==> src/rtl/sdpram_dds_ctrl_if.sv <==
// Host, table-loader, RAM and sample-path signals around sdpram_dds_ctrl.
// The slave modport is the controller's view; master is the environment's view.
interface sdpram_dds_ctrl_if #(
  parameter int unsigned DW = 32,
  parameter int unsigned AW = 10,
  parameter int unsigned PW = 32
);
  // table load stream
  logic          start_load;
  logic          wr_valid;
  logic [DW-1:0] wr_data;
  logic          wr_ready;
  logic          load_done;
  logic          table_valid;
  // playback control and live updates
  logic          play_en;
  logic [PW-1:0] freq_word;
  logic          upd_valid;
  logic [AW-1:0] upd_addr;
  logic [DW-1:0] upd_data;
  logic          upd_ready;
  // RAM ports
  logic          ram_wea;
  logic [AW-1:0] ram_addra;
  logic [DW-1:0] ram_dina;
  logic [AW-1:0] ram_addrb;
  logic [DW-1:0] ram_doutb;
  // sample path and status
  logic [DW-1:0] sample_out;
  logic          sample_valid;
  logic          coll_flag;
  logic [1:0]    state_o;

  modport slave (
    input  start_load, wr_valid, wr_data, play_en, freq_word,
           upd_valid, upd_addr, upd_data, ram_doutb,
    output wr_ready, load_done, table_valid, upd_ready,
           ram_wea, ram_addra, ram_dina, ram_addrb,
           sample_out, sample_valid, coll_flag, state_o
  );

  modport master (
    output start_load, wr_valid, wr_data, play_en, freq_word,
           upd_valid, upd_addr, upd_data, ram_doutb,
    input  wr_ready, load_done, table_valid, upd_ready,
           ram_wea, ram_addra, ram_dina, ram_addrb,
           sample_out, sample_valid, coll_flag, state_o
  );
endinterface

==> src/rtl/sdpram_dds_ctrl.sv <==
// Load/playback sequencer for a simple dual-port DDS table RAM (A write, B read).
// SDPRAM_COLLISION_BYPASS_EN: forward colliding write data to the sample; otherwise flag it on coll_flag.
module sdpram_dds_ctrl #(
  parameter int unsigned DW     = 32,
  parameter int unsigned AW     = 10,
  parameter int unsigned PW     = 32,
  parameter int unsigned RD_LAT = 1
) (
  input  logic             clk,
  input  logic             rst_n,
  sdpram_dds_ctrl_if.slave bus_io
);

  localparam int unsigned CDW = RD_LAT * DW;

  typedef enum logic [1:0] {
    ST_IDLE = 2'd0,
    ST_LOAD = 2'd1,
    ST_PLAY = 2'd2
  } state_e;

  state_e        state_q;
  logic [AW-1:0] cnt_q;
  logic [PW-1:0] phase_q;
  logic          wr_ready_q;
  logic          upd_ready_q;
  logic          load_done_q;
  logic          table_valid_q;
  logic          wea_q;
  logic [AW-1:0] addra_q;
  logic [DW-1:0] dina_q;

  logic [RD_LAT-1:0] rv_q;
  logic [RD_LAT-1:0] coll_q;
  logic [DW-1:0]     sample_q;
  logic              sample_valid_q;

  logic          wr_fire_c;
  logic          upd_fire_c;
  logic          issue_c;
  logic          coll_c;
  logic [AW-1:0] addrb_c;

  // Table index is the top AW bits of the phase accumulator.
  assign addrb_c    = phase_q[PW-1 -: AW];
  assign wr_fire_c  = wr_ready_q & bus_io.wr_valid;
  assign upd_fire_c = upd_ready_q & bus_io.upd_valid;
  assign issue_c    = (state_q == ST_PLAY);
  assign coll_c     = issue_c & wea_q & (addra_q == addrb_c);

  // Control FSM; ready flags are registered so they track the state register exactly.
  always_ff @(posedge clk or negedge rst_n) begin
    if (!rst_n) begin
      state_q       <= ST_IDLE;
      cnt_q         <= '0;
      phase_q       <= '0;
      wr_ready_q    <= 1'b0;
      upd_ready_q   <= 1'b0;
      load_done_q   <= 1'b0;
      table_valid_q <= 1'b0;
      wea_q         <= 1'b0;
      addra_q       <= '0;
      dina_q        <= '0;
    end else begin
      load_done_q <= 1'b0;
      wea_q       <= 1'b0;
      unique case (state_q)
        ST_IDLE: begin
          if (bus_io.start_load) begin
            state_q    <= ST_LOAD;
            cnt_q      <= '0;
            wr_ready_q <= 1'b1;
          end else if (bus_io.play_en && table_valid_q) begin
            state_q     <= ST_PLAY;
            phase_q     <= '0;
            upd_ready_q <= 1'b1;
          end
        end
        ST_LOAD: begin
          if (wr_fire_c) begin
            wea_q   <= 1'b1;
            addra_q <= cnt_q;
            dina_q  <= bus_io.wr_data;
            cnt_q   <= cnt_q + AW'(1);
            if (cnt_q == '1) begin
              state_q       <= ST_IDLE;
              wr_ready_q    <= 1'b0;
              load_done_q   <= 1'b1;
              table_valid_q <= 1'b1;
            end
          end
        end
        ST_PLAY: begin
          phase_q <= phase_q + bus_io.freq_word;
          if (upd_fire_c) begin
            wea_q   <= 1'b1;
            addra_q <= bus_io.upd_addr;
            dina_q  <= bus_io.upd_data;
          end
          if (!bus_io.play_en) begin
            state_q     <= ST_IDLE;
            upd_ready_q <= 1'b0;
          end
        end
        default: begin
          state_q     <= ST_IDLE;
          wr_ready_q  <= 1'b0;
          upd_ready_q <= 1'b0;
        end
      endcase
    end
  end

`ifdef SDPRAM_COLLISION_BYPASS_EN
  logic [CDW-1:0] cdat_q;

  // Read pipeline: valid, collision match and colliding data travel with the RAM read.
  always_ff @(posedge clk or negedge rst_n) begin
    if (!rst_n) begin
      rv_q           <= '0;
      coll_q         <= '0;
      cdat_q         <= '0;
      sample_q       <= '0;
      sample_valid_q <= 1'b0;
    end else begin
      rv_q           <= RD_LAT'({rv_q, issue_c});
      coll_q         <= RD_LAT'({coll_q, coll_c});
      cdat_q         <= CDW'({cdat_q, dina_q});
      sample_valid_q <= rv_q[RD_LAT-1];
      if (rv_q[RD_LAT-1]) begin
        sample_q <= coll_q[RD_LAT-1] ? cdat_q[CDW-1 -: DW] : bus_io.ram_doutb;
      end
    end
  end

  assign bus_io.coll_flag = 1'b0;
`else
  logic coll_flag_q;

  // Read pipeline: valid and collision match travel with the RAM read.
  always_ff @(posedge clk or negedge rst_n) begin
    if (!rst_n) begin
      rv_q           <= '0;
      coll_q         <= '0;
      sample_q       <= '0;
      sample_valid_q <= 1'b0;
      coll_flag_q    <= 1'b0;
    end else begin
      rv_q           <= RD_LAT'({rv_q, issue_c});
      coll_q         <= RD_LAT'({coll_q, coll_c});
      sample_valid_q <= rv_q[RD_LAT-1];
      coll_flag_q    <= rv_q[RD_LAT-1] & coll_q[RD_LAT-1];
      if (rv_q[RD_LAT-1]) begin
        sample_q <= bus_io.ram_doutb;
      end
    end
  end

  assign bus_io.coll_flag = coll_flag_q;
`endif

  assign bus_io.wr_ready     = wr_ready_q;
  assign bus_io.upd_ready    = upd_ready_q;
  assign bus_io.load_done    = load_done_q;
  assign bus_io.table_valid  = table_valid_q;
  assign bus_io.ram_wea      = wea_q;
  assign bus_io.ram_addra    = addra_q;
  assign bus_io.ram_dina     = dina_q;
  assign bus_io.ram_addrb    = addrb_c;
  assign bus_io.sample_out   = sample_q;
  assign bus_io.sample_valid = sample_valid_q;
  assign bus_io.state_o      = state_q;

endmodule
==> src/flat_wrapper.sv <==
// flat-port wrapper written by rule: the top's interface ports become plain ports
module sdpram_dds_ctrl_flat 
#(
  parameter int unsigned DW     = 32,
  parameter int unsigned AW     = 10,
  parameter int unsigned PW     = 32,
  parameter int unsigned RD_LAT = 1
)
  (clk, rst_n, bus_io_start_load, bus_io_wr_valid, bus_io_wr_data, bus_io_play_en, bus_io_freq_word, bus_io_upd_valid, bus_io_upd_addr, bus_io_upd_data, bus_io_ram_doutb, bus_io_wr_ready, bus_io_load_done, bus_io_table_valid, bus_io_upd_ready, bus_io_ram_wea, bus_io_ram_addra, bus_io_ram_dina, bus_io_ram_addrb, bus_io_sample_out, bus_io_sample_valid, bus_io_coll_flag, bus_io_state_o);
  sdpram_dds_ctrl_if #(.DW(DW), .AW(AW), .PW(PW)) bus_io_i ();
  input  logic clk;
  input  logic rst_n;
  input wire logic [$bits(bus_io_i.start_load)-1:0] bus_io_start_load;
  input wire logic [$bits(bus_io_i.wr_valid)-1:0] bus_io_wr_valid;
  input wire logic [$bits(bus_io_i.wr_data)-1:0] bus_io_wr_data;
  input wire logic [$bits(bus_io_i.play_en)-1:0] bus_io_play_en;
  input wire logic [$bits(bus_io_i.freq_word)-1:0] bus_io_freq_word;
  input wire logic [$bits(bus_io_i.upd_valid)-1:0] bus_io_upd_valid;
  input wire logic [$bits(bus_io_i.upd_addr)-1:0] bus_io_upd_addr;
  input wire logic [$bits(bus_io_i.upd_data)-1:0] bus_io_upd_data;
  input wire logic [$bits(bus_io_i.ram_doutb)-1:0] bus_io_ram_doutb;
  output wire logic [$bits(bus_io_i.wr_ready)-1:0] bus_io_wr_ready;
  output wire logic [$bits(bus_io_i.load_done)-1:0] bus_io_load_done;
  output wire logic [$bits(bus_io_i.table_valid)-1:0] bus_io_table_valid;
  output wire logic [$bits(bus_io_i.upd_ready)-1:0] bus_io_upd_ready;
  output wire logic [$bits(bus_io_i.ram_wea)-1:0] bus_io_ram_wea;
  output wire logic [$bits(bus_io_i.ram_addra)-1:0] bus_io_ram_addra;
  output wire logic [$bits(bus_io_i.ram_dina)-1:0] bus_io_ram_dina;
  output wire logic [$bits(bus_io_i.ram_addrb)-1:0] bus_io_ram_addrb;
  output wire logic [$bits(bus_io_i.sample_out)-1:0] bus_io_sample_out;
  output wire logic [$bits(bus_io_i.sample_valid)-1:0] bus_io_sample_valid;
  output wire logic [$bits(bus_io_i.coll_flag)-1:0] bus_io_coll_flag;
  output wire logic [$bits(bus_io_i.state_o)-1:0] bus_io_state_o;
  assign bus_io_i.start_load = bus_io_start_load;
  assign bus_io_i.wr_valid = bus_io_wr_valid;
  assign bus_io_i.wr_data = bus_io_wr_data;
  assign bus_io_i.play_en = bus_io_play_en;
  assign bus_io_i.freq_word = bus_io_freq_word;
  assign bus_io_i.upd_valid = bus_io_upd_valid;
  assign bus_io_i.upd_addr = bus_io_upd_addr;
  assign bus_io_i.upd_data = bus_io_upd_data;
  assign bus_io_i.ram_doutb = bus_io_ram_doutb;
  assign bus_io_wr_ready = bus_io_i.wr_ready;
  assign bus_io_load_done = bus_io_i.load_done;
  assign bus_io_table_valid = bus_io_i.table_valid;
  assign bus_io_upd_ready = bus_io_i.upd_ready;
  assign bus_io_ram_wea = bus_io_i.ram_wea;
  assign bus_io_ram_addra = bus_io_i.ram_addra;
  assign bus_io_ram_dina = bus_io_i.ram_dina;
  assign bus_io_ram_addrb = bus_io_i.ram_addrb;
  assign bus_io_sample_out = bus_io_i.sample_out;
  assign bus_io_sample_valid = bus_io_i.sample_valid;
  assign bus_io_coll_flag = bus_io_i.coll_flag;
  assign bus_io_state_o = bus_io_i.state_o;
  sdpram_dds_ctrl #(.DW(DW), .AW(AW), .PW(PW), .RD_LAT(RD_LAT)) u_core (.clk(clk), .rst_n(rst_n), .bus_io(bus_io_i));
endmodule
==> config.mk <==
export PLATFORM = sky130hd
export DESIGN_NAME = sdpram_dds_ctrl_flat
export DESIGN_NICKNAME = d
export VERILOG_FILES = /design/src/rtl/sdpram_dds_ctrl_if.sv /design/src/rtl/sdpram_dds_ctrl.sv /design/src/flat_wrapper.sv
export SDC_FILE = /design/constraint.sdc
export NUM_CORES = 1
export LEC_CHECK = 0
export ABC_AREA = 1
export CAP_MARGIN = 10
export CELL_PAD_IN_SITES_DETAIL_PLACEMENT = 0
export CELL_PAD_IN_SITES_GLOBAL_PLACEMENT = 1
export CORE_ASPECT_RATIO = 1.2
export CORE_MARGIN = 3
export CORE_UTILIZATION = 34
export DETAILED_ROUTE_END_ITERATION = 10
export GPL_TIMING_DRIVEN = 0
export PLACE_DENSITY = 0.82
export SYNTH_ARGS = -nofsm -noshare
export SYNTH_HDL_FRONTEND = slang
export SYNTH_SLANG_ARGS = --single-unit
export TNS_END_PERCENT = 20
==> constraint.sdc <==
create_clock -name clk -period 2.5 [get_ports clk]
set_input_delay 0.5 -clock clk [delete_from_list [all_inputs] [get_ports clk]]
set_output_delay 0.5 -clock clk [all_outputs]
set_load 0.02 [all_outputs]
==> run summary <==
Final worst-path cycle share: 92.5%
Largest net degree at the start of global routing: 81
Post-route ant nets: 0
Status: complete, no violations
Max_cap viols: 0
Hold Path Class: input pin to asynchronous set/reset pin
Peak VDD IR: 0.604 mV
Synth Area in XOR/XNOR: 1.23%
First-pass GRT wire length: 40.6 mm
Die W: 145 µm
Initial Util: 34.8%
Drt first pass iters: 5
Synth Register Bits: 127
H-tree depth: 4
Psw: 6200 µW
Chip height: 173 µm
CP delay by family, top: simple AND/OR/NAND/NOR gates
Port Buf Inserts: 236
RD Place Congestion: 0.877
Synth Flop Type: dfrtp_1
Worst reg2reg setup slack: 0.36 ns
Nets@finish: 1,501
Combinational power share: 56.3%
Commonest cells post-synth: nand2_1 (377), inv_1 (132), dfrtp_1 (127), nor2_1 (88), nand3_1 (43)
DR WL/cell: 15.6 µm
Core ar.: 22,600 µm²
RSZ-0062 raised after global routing: false
Ys Warns: 0
Max Fanout on Critical Path: 5
DPL Wire Length: 20.2 mm
Synth Area in Compound Gates: 9.55%
Vias in the first global route: 7,618
Proportion of synthesized area in mux cells: 4.58%
Layout cells sized above 1: 10.4%
All-layer global routing usage: 20.9%
Overall Power: 13,700 µW
Top-Level Pins: 237
Synth Area in Simple Gates: 28.6%
PwrDens: 1220 nW/µm²
Post-route cell area: 11,200 µm²
Worst Path Buf+Inv: 3
R2r endpoint: u_core.bus_io.ram_dina[10]
Initial antenna violation count: 0
Vias: 7,601
CTS tree: built
Mean area per synthesized cell: 7.38 µm²
Area growth, synth to finish: 42.7%
Post-Synthesis Cells: 1,065
Post-Syn Nets: 1,245
Setup bufs post-CTS: 0
WP data arrival: 2.62 ns
Sw Share: 45.2%
Relative slew margins: 65.7%
Fin crit period: 2.31 ns
Cts hold-fix bufs: 0
Gr ovfl total: 0
Fin Clk Skew: 0.00874 ns
Worst slew pin tran: 0.515 ns
DRC viols: 0
Unique masters post-synth: 43
Crit start category: input pin
Final Hold Viols: 0
Reg clk slew, reported paths: 0.06 ns
Clock power share: 17.8%
Max clock buf depth: 2
Final wirelength: 25.6 mm
Final core utilization: 49.7%
Sequential area share after synthesis: 40.4%
Cts repair resizes: 1
Area leader, netlist: dfrtp_1
Antenna diodes: 0
Combinational family with the most area after synthesis: simple AND/OR/NAND/NOR gates
Adder-Cell Fraction of Synth Area: 5.82%
Asr flop ratio synth: 100%
Final Slew Violations: 0
Crit path top cell by count: nand2_1
Worst-Skew Late Latency: 0.43 ns
FF-to-FF Start: u_core.bus_io.state_o[0]
Crit-path max cell delay: 0.51 ns
Crit end category: flip-flop
Post-synth top area share: 40.4%
Post-synth EDFFs: 0
Cts bufs inserted: 17
Critical-path cell list: clkdlybuf4s50_1 -> ha_1 -> inv_1 -> fa_1 -> inv_2 -> nand3_1 -> nand3_2 -> nand3_1 -> nand3_2 -> nand2_1 -> nand2_1 -> nand2_1 -> nand3_1 -> nand2_1
R2R depth: 8
Placed inst area: 10,600 µm²
Post-Syn Area: 7860 µm²
Root Driver: clkbuf_16
CTS Sinks: 127
Top-count cell post-synth: nand2_1
Internal Power: 7520 µW
Reg power frac: 25.9%
Initial DRC count: 342
Main area contributors after synthesis: dfrtp_1 (40%), nand2_1 (18%), inv_1 (6.3%)
Final setup viols: 0
Max Clock Freq: 432 MHz
WP data required: 2.81 ns
Die area: 25,000 µm²
Leakage: 0.00550 µW
Row cnt: 60
Critical path class: input pin to flip-flop
Vias per cell: 4.62
CP startpoint: bus_io_freq_word[0]
Slowest cell on crit path: clkdlybuf4s50_1
==> per-layer routing <==
metal  up-vias  GRT usage, %  wire, µm
li1       3891             -         -
met1      3492          26.1     11000
met2       180          35.5     12800
met3        38          3.76      1030
met4         0          7.66       728
met5         -             0         0
==> cell usage in the layout, fill, tap and decap left out, types with 11 or more instances in the layout <==
cell type / n
nand2_1: 376
clkdlybuf4s50_1: 235
inv_1: 131
dfrtp_1: 127
nor2_1: 88
a21oi_1: 42
nand3_1: 41
a31oi_1: 41
ha_1: 35
mux2_2: 32
o21ai_0: 19
buf_2: 17
clkbuf_16: 17
nand2_2: 15
buf_4: 14
o21ai_1: 11
==> through the flow <==
| step | hold WS, ns | setup slack [ns] | TNS (ns) | cells |
|---|---|---|---|---|
| floorplan | 0.204 | 0.580 | 0 | 1065 |
| global placement | 0.373 | -4.55 | -578.45 | 1611 |
| detailed placement | 0.365 | -0.455 | -2.86 | 1612 |
| CTS | 0.0383 | 0.0848 | 0 | 1644 |
| global route | 0.0579 | 0.0150 | 0 | 1644 |
| finish | 0.0370 | 0.187 | 0 | 1644 |
==> flip-flops by register name, indices dropped and copies added (netlist names) <==
| name | flops |
|---|---|
| u_core.bus_io.state_o | 2 |
| u_core.bus_io.wr_ready | 1 |
| u_core.bus_io.ram_dina | 32 |
| u_core.bus_io.table_valid | 1 |
| u_core.bus_io.sample_valid | 1 |
| u_core.phase_q | 32 |
| u_core.bus_io.load_done | 1 |
| u_core.bus_io.sample_out | 32 |
| u_core.coll_q | 1 |
| u_core.cnt_q | 10 |
| u_core.bus_io.upd_ready | 1 |
| u_core.bus_io.ram_addra | 10 |
| u_core.rv_q | 1 |
| u_core.bus_io.coll_flag | 1 |
| u_core.bus_io.ram_wea | 1 |
==> final cells by class <==
type,instances,area [µm²]
well taps,310,388
inverters,142,533
clock buffers,17,425
repair buffers,237,2390
fillers,2253,11400
flip-flops and latches,127,3180
multi-input cells,757,3930
plain buffers,39,235
clock inverters,15,143
==> power by group through the flow <==
stage	Clock, µW	Sequential [µW]	Combinational (µW)
after floorplan	0	4250	3990
after global placement	0	3560	7690
after detailed placement	0	3580	7770
after CTS	2500	3560	7820
after global routing	2590	3680	8540
final	2440	3560	7730
==> cells by family after synthesis <==
group | after synthesis
AOI/OAI and AO/OA | 130
adders and majority gates | 36
xor gates and xnor gates | 11
and+or+nand+nor | 548
muxes | 32
DFF | 127
buffers and inverters | 181
==> how the worst max path moves through the flow <==
stage                                        end  cells past startpoint  slack (ns)
finish                        u_core.phase_q[28]                     14        0.19
CTS                           u_core.phase_q[24]                     14        0.08
global placement    u_core.bus_io.sample_out[11]                      1       -4.55
global route                  u_core.phase_q[28]                     14        0.02
floorplan                     u_core.phase_q[28]                     13        0.58
detailed placement            u_core.phase_q[28]                     14       -0.45
(Power assumes the default switching activity.)
